--- config.mk ---
export PLATFORM = sky130hd
export DESIGN_NAME = uart_tx_ctrl_flat
export DESIGN_NICKNAME = d
export VERILOG_FILES = /design/src/rtl/uart_tx_ctrl_if.sv /design/src/rtl/uart_tx_ctrl.sv /design/src/flat_wrapper.sv
export SDC_FILE = /design/constraint.sdc
export NUM_CORES = 1
export LEC_CHECK = 0
export ABC_AREA = 1
export BUFFER_PORTS_ARGS = -buffer_cell sky130_fd_sc_hd__buf_2
export CORE_ASPECT_RATIO = 1.75
export CORE_MARGIN = 1
export CORE_UTILIZATION = 45
export DETAILED_ROUTE_END_ITERATION = 12
export SLEW_MARGIN = 20
export SYNTH_ARGS = -nofsm -noshare
export SYNTH_HDL_FRONTEND = slang
export SYNTH_SLANG_ARGS = --single-unit
--- constraint.sdc ---
create_clock -name CLK -period 6.2 [get_ports CLK]
set_input_delay 1.24 -clock CLK [delete_from_list [all_inputs] [get_ports CLK]]
set_output_delay 1.24 -clock CLK [all_outputs]
set_load 0.02 [all_outputs]
--- src/rtl/uart_tx_ctrl_if.sv ---
// ---------------------------------------------------------------------------
// uart_tx_ctrl_if
// Byte write channel between the core and the UART transmit controller.
//
//   wr_valid  core -> ctrl   core offers a byte
//   wr_data   core -> ctrl   byte offered (8 bits)
//   wr_ready  ctrl -> core   controller FIFO can accept; a transfer happens on
//                            any cycle with wr_valid && wr_ready
//
// Modports:
//   master : the core side (drives valid/data, observes ready)
//   slave  : the controller side (observes valid/data, drives ready)
// ---------------------------------------------------------------------------
interface uart_tx_ctrl_if;
    logic       wr_valid;
    logic [7:0] wr_data;
    logic       wr_ready;

    modport master (
        output wr_valid,
        output wr_data,
        input  wr_ready
    );

    modport slave (
        input  wr_valid,
        input  wr_data,
        output wr_ready
    );
endinterface

--- src/rtl/uart_tx_ctrl.sv ---
// ---------------------------------------------------------------------------
// uart_tx_ctrl
// Flow-controlled UART transmitter for the core's write channel. Bytes taken
// from the write interface are queued in a small FIFO and sent 8N1
// (start bit, 8 data bits LSB first, one stop bit) at CLKS_PER_BIT clocks
// per bit. Back-to-back frames are sent with no idle gap while the FIFO
// holds data.
//
// Parameters:
//   CLKS_PER_BIT  clocks per serial bit (>= 2)
//   DEPTH         FIFO entries (power of two, >= 2)
//
// Ports:
//   CLK    input   clock, all logic on the rising edge
//   RST    input   synchronous reset, active high
//   wr     slave   write channel (wr_valid, wr_data, wr_ready)
//   tx     output  serial line, idles high, registered
//   busy   output  high while a frame is on the line
//   level  output  current FIFO occupancy
// ---------------------------------------------------------------------------
module uart_tx_ctrl #(
    parameter int CLKS_PER_BIT = 4,
    parameter int DEPTH        = 4
) (
    input  logic                       CLK,
    input  logic                       RST,
    uart_tx_ctrl_if.slave              wr,
    output logic                       tx,
    output logic                       busy,
    output logic [$clog2(DEPTH+1)-1:0] level
);

    localparam int LVL_W = $clog2(DEPTH + 1);
    localparam int PTR_W = $clog2(DEPTH);
    localparam int CNT_W = $clog2(CLKS_PER_BIT);

    localparam logic [LVL_W-1:0] LVL_FULL = LVL_W'(DEPTH);
    localparam logic [CNT_W-1:0] CNT_LAST = CNT_W'(CLKS_PER_BIT - 1);

    localparam logic [1:0] S_IDLE  = 2'd0;
    localparam logic [1:0] S_START = 2'd1;
    localparam logic [1:0] S_DATA  = 2'd2;
    localparam logic [1:0] S_STOP  = 2'd3;

    // FIFO storage and bookkeeping
    logic [7:0]       r_mem [DEPTH];
    logic [PTR_W-1:0] r_wr_ptr;
    logic [PTR_W-1:0] r_rd_ptr;
    logic [LVL_W-1:0] r_level;

    // Serializer state
    logic [1:0]       r_state;
    logic [CNT_W-1:0] r_clk_cnt;
    logic [2:0]       r_bit_idx;
    logic [7:0]       r_shift;
    logic             r_tx;
    logic             r_busy;

    logic w_ready;
    logic w_push;
    logic w_pop;
    logic w_bit_end;
    logic w_not_empty;

    // Ready comes only from the registered level, so a pop in the same
    // cycle cannot open the door for a push into a full FIFO.
    assign w_ready     = (r_level != LVL_FULL);
    assign w_push      = wr.wr_valid && w_ready;
    assign w_not_empty = (r_level != '0);
    assign w_bit_end   = (r_clk_cnt == CNT_LAST);

    // A byte leaves the FIFO only when the serializer loads it: from IDLE,
    // or on the final stop-bit cycle to chain the next frame directly.
    assign w_pop = w_not_empty &&
                   ((r_state == S_IDLE) || (r_state == S_STOP && w_bit_end));

    assign wr.wr_ready = w_ready;
    assign tx          = r_tx;
    assign busy        = r_busy;
    assign level       = r_level;

    // FIFO storage carries no reset; stale entries are unreachable once the
    // pointers are cleared.
    always_ff @(posedge CLK) begin
        if (w_push) begin
            r_mem[r_wr_ptr] <= wr.wr_data;
        end
    end

    always_ff @(posedge CLK) begin
        if (RST) begin
            r_wr_ptr <= '0;
            r_rd_ptr <= '0;
            r_level  <= '0;
        end else begin
            if (w_push) begin
                r_wr_ptr <= r_wr_ptr + PTR_W'(1);
            end
            if (w_pop) begin
                r_rd_ptr <= r_rd_ptr + PTR_W'(1);
            end
            case ({w_push, w_pop})
                2'b10:   r_level <= r_level + LVL_W'(1);
                2'b01:   r_level <= r_level - LVL_W'(1);
                default: r_level <= r_level;
            endcase
        end
    end

    // tx/busy are updated together with the state so they only move on
    // state or bit boundaries.
    always_ff @(posedge CLK) begin
        if (RST) begin
            r_state   <= S_IDLE;
            r_clk_cnt <= '0;
            r_bit_idx <= '0;
            r_shift   <= '0;
            r_tx      <= 1'b1;
            r_busy    <= 1'b0;
        end else begin
            case (r_state)
                S_IDLE: begin
                    r_tx   <= 1'b1;
                    r_busy <= 1'b0;
                    if (w_pop) begin
                        r_shift   <= r_mem[r_rd_ptr];
                        r_clk_cnt <= '0;
                        r_bit_idx <= '0;
                        r_state   <= S_START;
                        r_tx      <= 1'b0;
                        r_busy    <= 1'b1;
                    end
                end
                S_START: begin
                    if (w_bit_end) begin
                        r_clk_cnt <= '0;
                        r_bit_idx <= '0;
                        r_state   <= S_DATA;
                        r_tx      <= r_shift[0];
                    end else begin
                        r_clk_cnt <= r_clk_cnt + CNT_W'(1);
                    end
                end
                S_DATA: begin
                    if (w_bit_end) begin
                        r_clk_cnt <= '0;
                        if (r_bit_idx == 3'd7) begin
                            r_state <= S_STOP;
                            r_tx    <= 1'b1;
                        end else begin
                            r_bit_idx <= r_bit_idx + 3'd1;
                            r_shift   <= {1'b0, r_shift[7:1]};
                            // next bit is the one about to land in shift[0]
                            r_tx      <= r_shift[1];
                        end
                    end else begin
                        r_clk_cnt <= r_clk_cnt + CNT_W'(1);
                    end
                end
                S_STOP: begin
                    if (w_bit_end) begin
                        r_clk_cnt <= '0;
                        if (w_pop) begin
                            r_shift   <= r_mem[r_rd_ptr];
                            r_bit_idx <= '0;
                            r_state   <= S_START;
                            r_tx      <= 1'b0;
                        end else begin
                            r_state <= S_IDLE;
                            r_busy  <= 1'b0;
                        end
                    end else begin
                        r_clk_cnt <= r_clk_cnt + CNT_W'(1);
                    end
                end
                default: begin
                    r_state <= S_IDLE;
                    r_tx    <= 1'b1;
                    r_busy  <= 1'b0;
                end
            endcase
        end
    end

`ifdef SIMULATION
    always_ff @(posedge CLK) begin
        if (!RST) begin
            assert (!(w_push && r_level == LVL_FULL))
                else $error("uart_tx_ctrl: push while FIFO full");
            assert (!(w_pop && r_level == '0))
                else $error("uart_tx_ctrl: pop while FIFO empty");
        end
    end
`endif

endmodule
--- src/flat_wrapper.sv ---
// flat-port wrapper written by rule: the top's interface ports become plain ports
module uart_tx_ctrl_flat 
#(
    parameter int CLKS_PER_BIT = 4,
    parameter int DEPTH        = 4
)
  (CLK, RST, tx, busy, level, wr_wr_valid, wr_wr_data, wr_wr_ready);
  uart_tx_ctrl_if wr_i ();
  input  logic CLK;
  input  logic RST;
  output logic tx;
  output logic busy;
  output logic [$clog2(DEPTH+1)-1:0] level;
  input wire logic [$bits(wr_i.wr_valid)-1:0] wr_wr_valid;
  input wire logic [$bits(wr_i.wr_data)-1:0] wr_wr_data;
  output wire logic [$bits(wr_i.wr_ready)-1:0] wr_wr_ready;
  assign wr_i.wr_valid = wr_wr_valid;
  assign wr_i.wr_data = wr_wr_data;
  assign wr_wr_ready = wr_i.wr_ready;
  uart_tx_ctrl #(.CLKS_PER_BIT(CLKS_PER_BIT), .DEPTH(DEPTH)) u_core (.CLK(CLK), .RST(RST), .wr(wr_i), .tx(tx), .busy(busy), .level(level));
endmodule
Yosys cells after proc, flatten, opt, wreduce, memory -nomap -nowiden
Memories as Yosys holds them, arrays and structs flattened. A register that Yosys moved wholly into a read port is not among the register bits.
Index checks and enable logic that the tools add are counted.
{"block": "totals", "regBits": 24, "latch_bits": 0, "mem_bits_rw": 32, "mem_bits_ro": 0, "in_bits": 11, "output_inout_bits": 6, "elab_cells": 84, "mem_count": 1}
{"block": "op_classes", "add_sub_neg": 6, "n_mul": 0, "div_mod_pow": 0, "n_lt_le_gt_ge": 0, "n_eq_ne": 16, "n_shift": 0, "muxes": 37, "bitwise_logic": 0, "n_reduce_logical": 15}
{"name": "u_core.r_mem", "words": 4, "width": 8, "rd": 1, "rd_ports_with_merged_regs": 1, "wr": 1, "line": "uart_tx_ctrl.sv:46", "text": "logic [7:0] r_mem [DEPTH];"}
{"op": "$mux 8", "n": 4}
{"op": "$pmux 8 s3", "n": 1}
{"op": "$mux 2", "n": 9}
{"op": "$mux 3", "n": 5}
{"op": "$mux 1", "n": 12}
{"op": "$ne 2x1->1 const B", "n": 6}
{"op": "$pmux 3 s4", "n": 1}
{"op": "$reduce_and 4->1", "n": 3}
{"op": "$eq 2x2->1 const B", "n": 4}
{"op": "$pmux 2 s4", "n": 1}
{"op": "$add 2x1->2 const B", "n": 3}
{"op": "$add 3x1->3 const B", "n": 2}
{"op": "$pmux 3 s2", "n": 1}
{"op": "$reduce_bool 3->1", "n": 2}
{"op": "$reduce_and 5->1", "n": 1}
{"op": "$eq 2x1->1 const B", "n": 2}
{"op": "$ne 2x2->1 const B", "n": 2}
{"op": "$pmux 1 s4", "n": 1}
{"op": "$pmux 2 s2", "n": 1}
{"op": "$reduce_bool 2->1", "n": 2}
{"op": "$eq 3x3->1 const B", "n": 1}
{"op": "$logic_and 1x1->1", "n": 3}
{"op": "$ne 3x3->1 const B", "n": 1}
{"op": "$reduce_and 3->1", "n": 1}
{"op": "5 further kinds", "n": 5}

Logic depth before layout (Yosys ltp)
Gate-level depths: netlist of run 1.
{"block": "logic_depth", "word_depth": 7, "mapped_depth": 13, "depth_no_buf": 13}

Least setup slack after synthesis of run 1
Ideal clock, no wire load.
{"block": "synth_path", "path_kind": "input to register", "start": "input port wr_wr_valid", "end": "register u_core.r_level[2], in the netlist u_core.level[2]", "setup_ps": 122, "arrival_ps": 2406, "t_required_ps": 6078, "setup_slack_ps": 3671, "path_stages": 8, "path_buffers": 0, "path_cell_list": "nand2_1 -> ha_1 -> inv_1 -> fa_1 -> a21oi_1 -> o21ai_0 -> o21ai_0 -> a21oi_1"}
{"block": "synth_via", "elab_chain_cells": 3, "word_cells_on_any_way": 5, "classes_between": "2 x eq/ne; 1 x mux; 2 x reduce/logical"}
{"element": "from (decl)", "line": "flat_wrapper.sv:14", "text": "input wire logic [$bits(wr_i.wr_valid)-1:0] wr_wr_valid;"}
{"element": "$logic_and 1x1->1 (*)", "line": "uart_tx_ctrl.sv:68", "text": "assign w_push = wr.wr_valid && w_ready;"}
{"element": "$eq 2x1->1 / $eq 2x2->1 (equally long branches)", "line": "uart_tx_ctrl.sv:102", "text": "case ({w_push, w_pop})"}
{"element": "$pmux 3 s2 / $reduce_bool 2->1 (equally long branches)"}
{"element": "to (signal assigned)", "line": "uart_tx_ctrl.sv:103", "text": "2'b10: r_level <= r_level + LVL_W'(1);"}
{"element": "to (signal assigned)", "line": "uart_tx_ctrl.sv:104", "text": "2'b01: r_level <= r_level - LVL_W'(1);"}
{"element": "to (signal assigned)", "line": "uart_tx_ctrl.sv:105", "text": "default: r_level <= r_level;"}
{"element": "to (decl)", "line": "uart_tx_ctrl.sv:49", "text": "logic [LVL_W-1:0] r_level;"}
Every way passes the cells marked *; elsewhere a longest branch is shown, timed or not.
A chain may end at the register's enable or synchronous reset.

Final worst setup path of run 1
Ends and elaborated chain as after synthesis.

==> results list, run 1 <==
* Fraction of power consumed by sequential logic: 0.365
- Of the total power, the clock network draws 0.232.
- In this run the vertical extent of the chip is ~110 um.
* Crit. End Element: flip-flop
* Setup clock skew after layout: 0.00614 ns
- Final antenna-violating net count: 0
- Sum Neg Setup Slack: 0 ns
- The worst setup path is launched from an input pin.
- In this run, post-CTS hold repair placed 0 buffers.
- Relative to the synthesized area, the layout overhead comes to 11.9%.
- Number of rows in the core area: 37
- Number of clock sinks: 58
- Peak supply drop: 0.254 mV
* Net count of the mapped netlist: 362
- First-pass detailed-route iteration total: 4
- Clock-pin slew was measured on the worst setup and hold paths at 0.06 ns.
- Of all cell types, the one taking the most synthesized area is sky130_fd_sc_hd__edfxtp_1.
- Post-route clock period utilization: 0.392
- Setup repair after global routing left no endpoint under its margin.
- For the worst setup path, the data required time is 6.41 ns.
- For this design the total switching power over the nets is 621 uW.
- Critical setup path kind: in2reg
- A synthesized cell averages 8.27 um2.
- During synthesis, Yosys emitted a total of 0 warnings.
* Sequential cell area in the final layout: 0.00148 mm2
* Routability congestion estimate from global placement: 0.768
* Simple-gate share of the synthesized area: 0.263
- In this run the cell area of the synthesized design comes to 0.00278 mm2.
- Fraction of power consumed by combinational cells: 0.403
- In this run the critical register-to-register path is launched from u_core.r_state[0].
* GRT Total Usage: 0.190
- Power Density: 501 mW/mm2
* Startpoint of the most critical hold path: u_core.r_rd_ptr[1]
* I/O pin total: 17
* Max-capacitance violation count: 0
- CTS buffer count: 9
- In the synthesized netlist the dominant register cell turns out to be sky130_fd_sc_hd__edfxtp_1.
- Internal power comes to 935 uW.
* Latest clock arrival within the worst-skew pair: roughly 0.33 ns
* Final nets: 381
- Synthesized-area fraction occupied by ao, oa, aoi and oai cells: 0.0491
* Number of remaining DRC errors: 0
- The most common cell in the synthesized netlist is sky130_fd_sc_hd__nand2_1.
* Commonest cells in the netlist: sky130_fd_sc_hd__nand2_1, sky130_fd_sc_hd__nor2_1, sky130_fd_sc_hd__inv_1
* Result of the run: finished, final reports clean
- After technology mapping, the gate count stands at between 300 and 400.
- DP HPWL: 3780 um
* Filler Cells Inserted: 569
- Worst setup path start: wr_wr_valid
- Share of layout cells above drive strength 1: 0.108
- Using the TritonRoute via totals, the vias-per-cell ratio works out to approximately 4.7.
* Power consumption: around 1600 uW
* Number of failing hold endpoints at the final stage: 0
* Combined area of the multi-input logic cells: roughly 0.0011 mm2
- By area the synthesized netlist is led by sky130_fd_sc_hd__edfxtp_1, sky130_fd_sc_hd__dfxtp_1, sky130_fd_sc_hd__nand2_1.
* Leakage Power: 0.00145 uW
- Type of the tightest min-delay check: reg2reg
- The first global-routing pass estimated 8810 um of wire.
- Post-Synth Adder-Cell Area: 0.0703
- Setup violations remaining at the end of the flow were counted as 0.
- Of the total power, the share spent switching nets is 0.399.
* Number of pins exceeding their max-slew limit in the final report: 0
- Portion of the post-synthesis area used by sequential elements: 0.533
* Post-route core utilization: 0.524
- Post-CTS Resized: 0
- Initial standard-cell utilization of the core: 0.469
- Routed length per instance: 12.3 um
* Overflow after GRT: 0
- TritonCTS built the clock tree.
* Share of async-settable or async-resettable flops after synthesis: 0
* Maximum number of pins on one net before global-route repair: 22
- Number of distinct library cells after synthesis: 25
- Number of violations reported at the end of detailed-routing iteration 0: 88
- Post-CTS setup-driven buffer insertion count: 0
- The cell sitting at the root of the clock tree is a sky130_fd_sc_hd__clkbuf_8.
- Share of the synthesized netlist area taken by xor and xnor gates: 0
- Tightest slew margin relative to the limit: 0.446
- Cell Count, Final, Fillers Out: 438
- Antenna violations before repair: 0
- The repair_antennas step left the layout with diodes totalling 0.
* Transition time of the tightest slew-check pin: slightly above 0.8 ns
* Die extent in x: 61.4 um
- Total Wirelength: between 5000 and 6000 um
* Number of global-route vias before repair: ~2000
- STA puts the critical path data arrival time at between 2 and 3 ns.
- The portion of synthesized area spent on multiplexers is 0.
* Maximum clock frequency: a little over 400 MHz
- The clock passes through at most 2 buffers.
* Inst Count DP: 422
* Dominant combinational cell family by area after synthesis: simple AND/OR/NAND/NOR gates
- H-Tree Level Count: 3
* Min cycle time layout: 2.43 ns
- The die covers 0.00650 mm2.
* Buffers added on ports: 16
- After synthesis the netlist holds a flip-flop and latch count of 58.
* Yosys top cell area share: 0.346
* Placeable core region: 0.00593 mm2
- Maximum fanout along the worst path: 9
- Counting flops with a built-in enable in the synthesized netlist gives 32.
- The routed layout has 2045 vias.
-- placed cells by master, fill, tap and decap left out --
cell / synthesis / routed
sky130_fd_sc_hd__clkinv_1: 1 / 4
sky130_fd_sc_hd__nor2_1: 43 / 43
sky130_fd_sc_hd__fa_1: 1 / 1
sky130_fd_sc_hd__dfxtp_1: 26 / 26
sky130_fd_sc_hd__buf_2: 4 / 16
sky130_fd_sc_hd__a31oi_1: 1 / 1
sky130_fd_sc_hd__inv_2: 6 / 6
sky130_fd_sc_hd__nand2_2: 2 / 2
sky130_fd_sc_hd__nand2_1: 105 / 105
sky130_fd_sc_hd__o21ai_0: 7 / 7
sky130_fd_sc_hd__o21ai_1: 1 / 1
sky130_fd_sc_hd__edfxtp_1: 32 / 32
sky130_fd_sc_hd__nand4_1: 1 / 1
sky130_fd_sc_hd__a21oi_1: 18 / 18
sky130_fd_sc_hd__clkbuf_8: 0 / 9
sky130_fd_sc_hd__or2_4: 1 / 1
sky130_fd_sc_hd__bufinv_16: 0 / 2
sky130_fd_sc_hd__nand2_4: 1 / 1
sky130_fd_sc_hd__nor2_2: 1 / 1
sky130_fd_sc_hd__ha_1: 14 / 14
sky130_fd_sc_hd__nor3_1: 1 / 1
sky130_fd_sc_hd__inv_1: 42 / 42
sky130_fd_sc_hd__clkbuf_1: 1 / 2
sky130_fd_sc_hd__nand3_1: 23 / 23
sky130_fd_sc_hd__nand3_2: 1 / 1
-- sequential cells by signal (all words and copies together) (netlist names), named ones only --
signal,flops
u_core.r_rd_ptr,2
u_core.r_bit_idx,3
u_core.r_mem,32
u_core.tx,1
u_core.r_state,2
u_core.level,3
u_core.r_wr_ptr,2
u_core.busy,1
u_core.r_clk_cnt,2
u_core.r_shift,8
-- cells by family (layout without fill, tap and decap cells) --
| logic type | count (synthesis) | count (layout) |
|---|---|---|
| simple gates | 179 | 179 |
| flops | 58 | 58 |
| buf+inv | 57 | 81 |
| compound gates | 27 | 27 |
| fa+ha+maj | 15 | 15 |
-- power by group through the flow --
| stage | logic, uW | registers [uW] | clock network [uW] |
|---|---|---|---|
| floorplan | 506 | 563 | 0 |
| global placement | 628 | 571 | 0 |
| detailed placement | 637 | 574 | 0 |
| CTS | 639 | 566 | 369 |
| global route | 740 | 578 | 385 |
| finish | 627 | 568 | 361 |
-- path summary, 6_finish.rpt --
kind	to	slack [ns]	depth (start not counted)
hold reg to reg	u_core.r_rd_ptr[1]	0.47	2
hold / removal	u_core.r_rd_ptr[1]	0.47	2
setup reg to reg	u_core.level[2]	3.97	13
setup / recovery	u_core.level[2]	3.77	9
-- critical path, stage by stage --
cell and delay, ns:
sky130_fd_sc_hd__buf_2 0.09, sky130_fd_sc_hd__nand2_1 0.21, sky130_fd_sc_hd__ha_1 0.19, sky130_fd_sc_hd__inv_1 0.06, sky130_fd_sc_hd__fa_1 0.38, sky130_fd_sc_hd__a21oi_1 0.15
sky130_fd_sc_hd__o21ai_0 0.11, sky130_fd_sc_hd__o21ai_0 0.16, sky130_fd_sc_hd__a21oi_1 0.05
-- area by class of cell --
type                    instances  area share
flip-flops and latches         58       0.477
multi-input cells             221       0.342
inverters                      49      0.0592
clock buffers                  11      0.0423
well taps                      78      0.0314
repair buffers                 16      0.0258
clock inverters                 5      0.0229
-- through the flow --
step	setup WS, ns	hold slack (ns)	instance area [um2]
global placement	3.46	0.445	2910
floorplan	3.67	0.433	2780
detailed placement	3.43	0.459	2910
CTS	3.77	0.469	3110
finish	3.77	0.467	3110
global route	3.62	0.493	3110
-- per-layer routing --
layer / share of wire / up-vias / global-route usage
met5: 0 / - / 0
met4: 0.043 / 0 / 0.117
met3: 0.030 / 17 / 0.0523
met2: 0.50 / 33 / 0.319
met1: 0.43 / 904 / 0.199
li1: - / 1091 / -
No activity file was read; power rests on OpenSTA's default activity.
==> run 2, diff against run 1 <==
==> constraint.sdc (replaced) <==
create_clock -name CLK -period 2.4 [get_ports CLK]
set_input_delay 0.48 -clock CLK [delete_from_list [all_inputs] [get_ports CLK]]
set_output_delay 0.48 -clock CLK [all_outputs]
set_load 0.02 [all_outputs]
==> run 2 against run 1 <==
Compared with the run above:
- register-to-register slack got worse by 3.8 ns
- via count rose by 2.7%
- sequential share of layout area fell by 0.13 points
- utilization rose by 0.15 points
- clock power rose by 110%
- critical path depth rose by 4
- power rose to 2.5 times the previous value
- die area did not move
- critical endpoint unchanged
- highest routed layer unchanged
==> results list, run 2 (synthesis results as in run 1) <==
- The flow ran to the end, and the final reports show no timing, DRC or antenna violations.
- Setup clock skew after layout: between 0.004 and 0.005 ns
* Via count of the routed design: 2101
* Startpoint class of the critical path: flip-flop
- Wires add up to 5510 um.
* First-pass detailed-route iteration total: 4
- Ranked by flip-flop count, first place goes to u_core.r_mem.
- The number of antenna diodes in the final layout is 0.
* Post-CTS setup-driven buffer insertion count: 0
- GRT Total Usage: 0.197
- The largest single stage delay on the critical path is 0.38 ns.
- CTS saw 58 sinks.
- Final antenna-violating net count: 0
* Power Density: 1260 mW/mm2
- Clock root buffer master: sky130_fd_sc_hd__clkbuf_8
- STA classifies the critical path endpoint as a flip-flop.
- Summed over all nets, wire length on met3 after detailed routing comes to around 210 um.
- The first global-routing pass estimated 9080 um of wire.
- The register with the most flip-flops in the layout has 32 of them.
- Routability congestion estimate from global placement: approximately 0.83
- The initial antenna violation count came to 0.
* Min cycle time layout: 2.19 ns
- For the worst setup path, the data required time is 2.63 ns.
* Clock transition time at the flip-flop clock pins of the worst setup and hold paths: 0.06 ns
* Biggest registers after layout: u_core.r_mem (32), u_core.r_shift (8)
- STA puts the critical path data arrival time at 2.42 ns.
- Setup repair after global routing left no endpoint under its margin.
- Ratio of routed vias to standard cells: 4.73
- Die extent in y: 106 um
* Count of hold buffers inserted by post-cts repair: 0
- The initial utilization of the core area, before any placement, comes to 0.469.
- In the final routing, the length of wire on met1 measures 2180 um.
- In the layout the commonest cells are sky130_fd_sc_hd__nand2_1, sky130_fd_sc_hd__nor2_1, sky130_fd_sc_hd__inv_1.
- Number of rows in the core area: 37
* Die extent in x: 61.4 um
- Max-capacitance violation count: 0
- Power consumption: ~3900 uW
- Final setup violation count: 0
- I/O pin total: 17
- Number of violations reported at the end of detailed-routing iteration 0: 118
* Maximum fanout along the worst path: 9
* DP HPWL: 3900 um
* Maximum clock frequency: 456 MHz
* Peak supply drop: between 0.6 and 0.7 mV
- Longest Clk Path Bufs: 2
* Number of global-route vias before repair: 2031
- Number of pins exceeding their max-slew limit in the final report: 0
- The min-delay analysis places its worst path in the category in2reg.
- Die footprint: 0.00650 mm2
- Worst setup slack after placement: 0.227 ns
- Number of failing hold endpoints at the final stage: 0
- H-Tree Level Count: 3
- Placeable core region: 0.00593 mm2
- In the final design database the tool counted 387 nets.
- Measured against its own limit, the worst slew margin works out to 0.570.
- Latest clock arrival within the worst-skew pair: between 0.3 and 0.4 ns
- The slowest stage of the critical path is the sky130_fd_sc_hd__fa_1 cell.
- CTS tree: done
* Leakage Power: 0.00147 uW
- Gates resized during post-CTS repair numbered 0.
* Uppermost routed layer: met4
- Routed length per instance: 12.4 um
* Transition time of the tightest slew-check pin: 0.644 ns
* Overflow after GRT: 0
- Post-route clock period utilization: 0.914
- Setup total negative slack on the finished layout was measured at 0 ns.
- For this run, design rule violations remaining after detail routing come to 0.
* Post-layout worst setup margin: 0.206 ns
- TritonCTS created 9 clock buffers.
- Wire segments on met2 add up to 2950 um in the final route.
- Traced cell by cell, the critical path runs through inv_1 > ha_1 > inv_2 > nand2_1 > nand2_2 > inv_2 > ha_1 > inv_1 > fa_1 > a21oi_1 > o21ai_0 > o21ai_0 > a21oi_1.
- Maximum number of pins on one net before global-route repair: 22
- Most frequent standard cell in the layout excluding fill and tap cells: sky130_fd_sc_hd__nand2_1
* Share of layout cells above drive strength 1: 0.131
- The critical path is of the reg2reg type.
- Synthesis-to-finish area growth: 12.2%
- Buffers added on ports: 16
## run 2: layer usage
layer	vias up	global-route usage
met5	-	0
met4	0	0.114
met3	14	0.0450
met1	944	0.205
li1	1102	-
met2	41	0.343
## run 2: area by class of cell
type                            instances  area, um2
Tap cell                               78       97.6
Fill cell                             609       2810
Sequential cell                        58       1480
Clock inverter                          3       15.0
Timing Repair Buffer                   22        125
Multi-Input combinational cell        221       1060
Clock buffer                           13        149
Inverter                               49        184
## run 2: through the flow
stage               hold WS (ns)  utilization  area, um2  std cells
global route               0.337        0.526       3120        444
global placement           0.446        0.498       2950        428
finish                     0.335        0.526       3120        444
detailed placement         0.450        0.498       2950        428
floorplan                  0.433            -       2780        336
CTS                        0.331        0.526       3110        444
## run 2: critical path, delay by kind of cell, from the launching register on
family / cells / cell delay, ns
AOI/OAI and AO/OA: 4 / 0.45
and+or+nand+nor: 2 / 0.21
adders and majority gates: 3 / 0.74
buffers and inverters: 4 / 0.35
DFF: 1 / 0.34
## run 2: final timing paths
kind / endpoint / cells after the start / slack (ns) / startpoint
worst max-delay path: u_core.level[2] / 13 / 0.21 / u_core.r_state[0]
worst min-delay path: u_core.r_clk_cnt[1] / 2 / 0.33 / RST
worst max register to register: u_core.level[2] / 13 / 0.21 / u_core.r_state[0]
worst min register to register: u_core.r_rd_ptr[1] / 2 / 0.46 / u_core.r_rd_ptr[1]
## run 2: report_power, final
| part | internal, uW | switching (uW) | total (uW) |
|---|---|---|---|
| logic | 573 | 1150 | 1730 |
| registers | 1300 | 127 | 1420 |
| clock network | 398 | 366 | 764 |
==> run 3, diff against run 2 <==
--- a/config.mk
+++ b/config.mk
@@ -7,10 +7,12 @@
 export LEC_CHECK = 0
 export ABC_AREA = 1
 export BUFFER_PORTS_ARGS = -buffer_cell sky130_fd_sc_hd__buf_2
-export CORE_ASPECT_RATIO = 1.75
+export CORE_ASPECT_RATIO = 0.75
 export CORE_MARGIN = 1
 export CORE_UTILIZATION = 45
 export DETAILED_ROUTE_END_ITERATION = 12
+export GPL_ROUTABILITY_DRIVEN = 0
+export RECOVER_POWER = 50
 export SLEW_MARGIN = 20
 export SYNTH_ARGS = -nofsm -noshare
 export SYNTH_HDL_FRONTEND = slang
==> run 3 against run 2 <==
Compared with the run above:
- utilization up 0.27 points
- via count decreased by 0.48%
- highest routed layer unchanged
- wire length down 5.9%
- combinational power is essentially flat
- hold slack improved by 0.0033 ns
- non-clock buffer count did not move
- die area decreased by 0.14%
- sequential power is essentially flat
- count of clock-buffer cells in the layout down 4
- worst setup slack better by 0.052 ns
- largest cell class unchanged
- clock skew up 0.0025 ns
==> results list, run 3 (synthesis results as in run 1) <==
- Result of the run: finished, final reports clean
* CTS buffer count: 9
* Final setup violation count: 0
- For the pin with the worst max-slew slack, the measured transition is ~0.69 ns.
- CTS tree: done
- Clock-pin slew was measured on the worst setup and hold paths at about 0.07 ns.
* Maximum fanout along the worst path: 9
* Peak supply drop: 0.619 mV
- The routed layout has between 2000 and 2500 vias.
* Die extent in x: 92.7 um
- Final antenna-violating net count: 0
* Sw Ratio: 0.427
- For this design the static power due to leakage is 0.00143 uW.
- Number of remaining DRC errors: 0
- The tightest min-delay check is of the in2reg type.
- Register-to-register setup slack: 0.26 ns
- With fillers left out, the area of the finished cells amounts to 0.00311 mm2.
- Detailed placement ended at an HPWL of 3570 um.
* Power spent charging and discharging nets: 1660 uW
- The core region is 0.00589 mm2.
- Overall power consumption after layout is estimated at 3900 uW.
- 17 I/O pins were placed.
* Critical setup path kind: reg2reg
- Relative contribution of the clock network to total power: 0.198
* Sum Neg Setup Slack: 0 ns
- The largest individual stage delay along the critical path comes from the cell sky130_fd_sc_hd__fa_1.
* Die extent in y: approximately 70 um
* DP Area: 0.00295 mm2
* Clock root buffer master: sky130_fd_sc_hd__clkbuf_8
- Fraction of power consumed by sequential logic: 0.366
* Min cycle time layout: 2.14 ns
- The library cell used most frequently in the layout, excluding fill and tap cells, is sky130_fd_sc_hd__nand2_1.
- Total Wirelength: 5190 um
- After the last flow step, the layout net total stands at 387.
- Number of rows in the core area: 24
- Sum of buffers and inverters on the critical path: 1
- H-Tree Level Count: 3
- Internal: between 2000 and 2500 uW
- Of the total power, combinational logic draws 0.436.
- Counting flops per register, the top entry is u_core.r_mem.
- Global routing finished with a remaining overflow of 0.
- Of the available clock period, the critical path in the final layout requires 0.892.
* Share of layout cells above drive strength 1: 0.117
- Initial standard-cell utilization of the core: 0.472
- The die covers 0.00649 mm2.
- First-pass detailed-route iteration total: 4
- Number of failing hold endpoints at the final stage: 0
* GRT Total Usage: 0.177
- STA classifies the critical path endpoint as a flip-flop.
* Synthesis-to-finish area growth: 12.0%
* Worst path top cell family by delay: adder cells
- Post-layout worst setup margin: 0.258 ns
- Setup repair after global routing left no endpoint under its margin.
- The library cells used most frequently in the layout, excluding fill and tap cells, are sky130_fd_sc_hd__nand2_1, sky130_fd_sc_hd__nor2_1, sky130_fd_sc_hd__inv_1.
- Traced cell by cell, the critical path runs through nor2_1 > nand2_1 > nand2_1 > ha_1 > inv_1 > fa_1 > a21oi_1 > o21ai_0 > o21ai_0 > a21oi_1.
- Routed length per instance: about 12 um
- The register with the most flip-flops in the layout has 32 of them.
- Filler Cells Inserted: 587
* Startpoint of the lowest-slack register-to-register path: u_core.level[1]
- Number of pins exceeding their max-slew limit in the final report: 0
- Number of inserted diodes: 0
- Buffers added on ports: 16
* Max-capacitance violation count: 0
- No sink is reached through more buffers than the 2 on the longest clock path.
* Worst setup path start: u_core.level[1]
* Number of global-route vias before repair: about 1900
* Worst slack on hold paths: 0.338 ns
- Data arrives at the worst endpoint at 2.37 ns.
- Worst setup slack after placement: 0.225 ns
* Power Density: 1250 mW/mm2
- The first global-routing pass estimated 8700 um of wire.
- Data required, critical path: about 2.6 ns
* Tightest slew margin relative to the limit: 0.539
- Setup clock skew after layout: slightly above 0.007 ns
- Biggest registers after layout: u_core.r_mem (32), u_core.r_shift (8)
- STA classifies the critical path startpoint as a flip-flop.
- Timing would allow up to 467 MHz.
* Maximum number of pins on one net before global-route repair: 22
* Antenna violations before repair: 0
- Number of violations reported at the end of detailed-routing iteration 0: 85
* Number of clock sinks: 58
* Startpoint of the most critical hold path: RST
* Crit path largest cell delay: 0.37 ns
* Ratio of routed vias to standard cells: 4.71
- Latest clock arrival within the worst-skew pair: 0.34 ns
## run 3: area by class of cell
cell class              instances  area (um2)  area share
clock buffers                   9         124      0.0398
clock inverters                 7        46.3      0.0149
inverters                      49         184      0.0591
multi-input cells             221        1060       0.341
flip-flops and latches         58        1480       0.477
well taps                      78        97.6      0.0314
repair buffers                 22         114      0.0366
## run 3: per-layer routing
metal  vias to the layer above  global-route usage  part of all wire
met5                         -                   0                 0
met4                         0              0.0513             0.013
met3                         6              0.0686             0.055
met2                        45               0.258              0.41
met1                       937               0.244              0.52
li1                       1103                   -                 -
## run 3: through the flow
stage,utilization,instances
after floorplan,-,336
after global routing,0.529,444
after detailed placement,0.501,428
after global placement,0.501,428
final,0.529,444
after CTS,0.530,444
## run 3: timing repair
action | 4_1_cts | 5_1_grt
gates resized for setup | 0 | 7
buffers inserted | 0 | 0
hold buffers | 0 | 0
setup endpoints to repair | 0 | 1
endpoints found under the hold margin | 0 | 0
## run 3: power by group through the flow
stage               Sequential, uW  Combinational (uW)  Clock, uW
floorplan                     1460                1310          0
global placement              1440                1680          0
detailed placement            1440                1690          0
CTS                           1420                1700        790
global route                  1450                1980        829
finish                        1430                1700        771
## run 3: path summary, 6_finish.rpt
kind | end | depth (start not counted)
setup reg to reg | u_core.level[2] | 10
hold reg to reg | u_core.r_rd_ptr[1] | 2
setup / recovery | u_core.level[2] | 10
hold / removal | u_core.r_clk_cnt[0] | 2
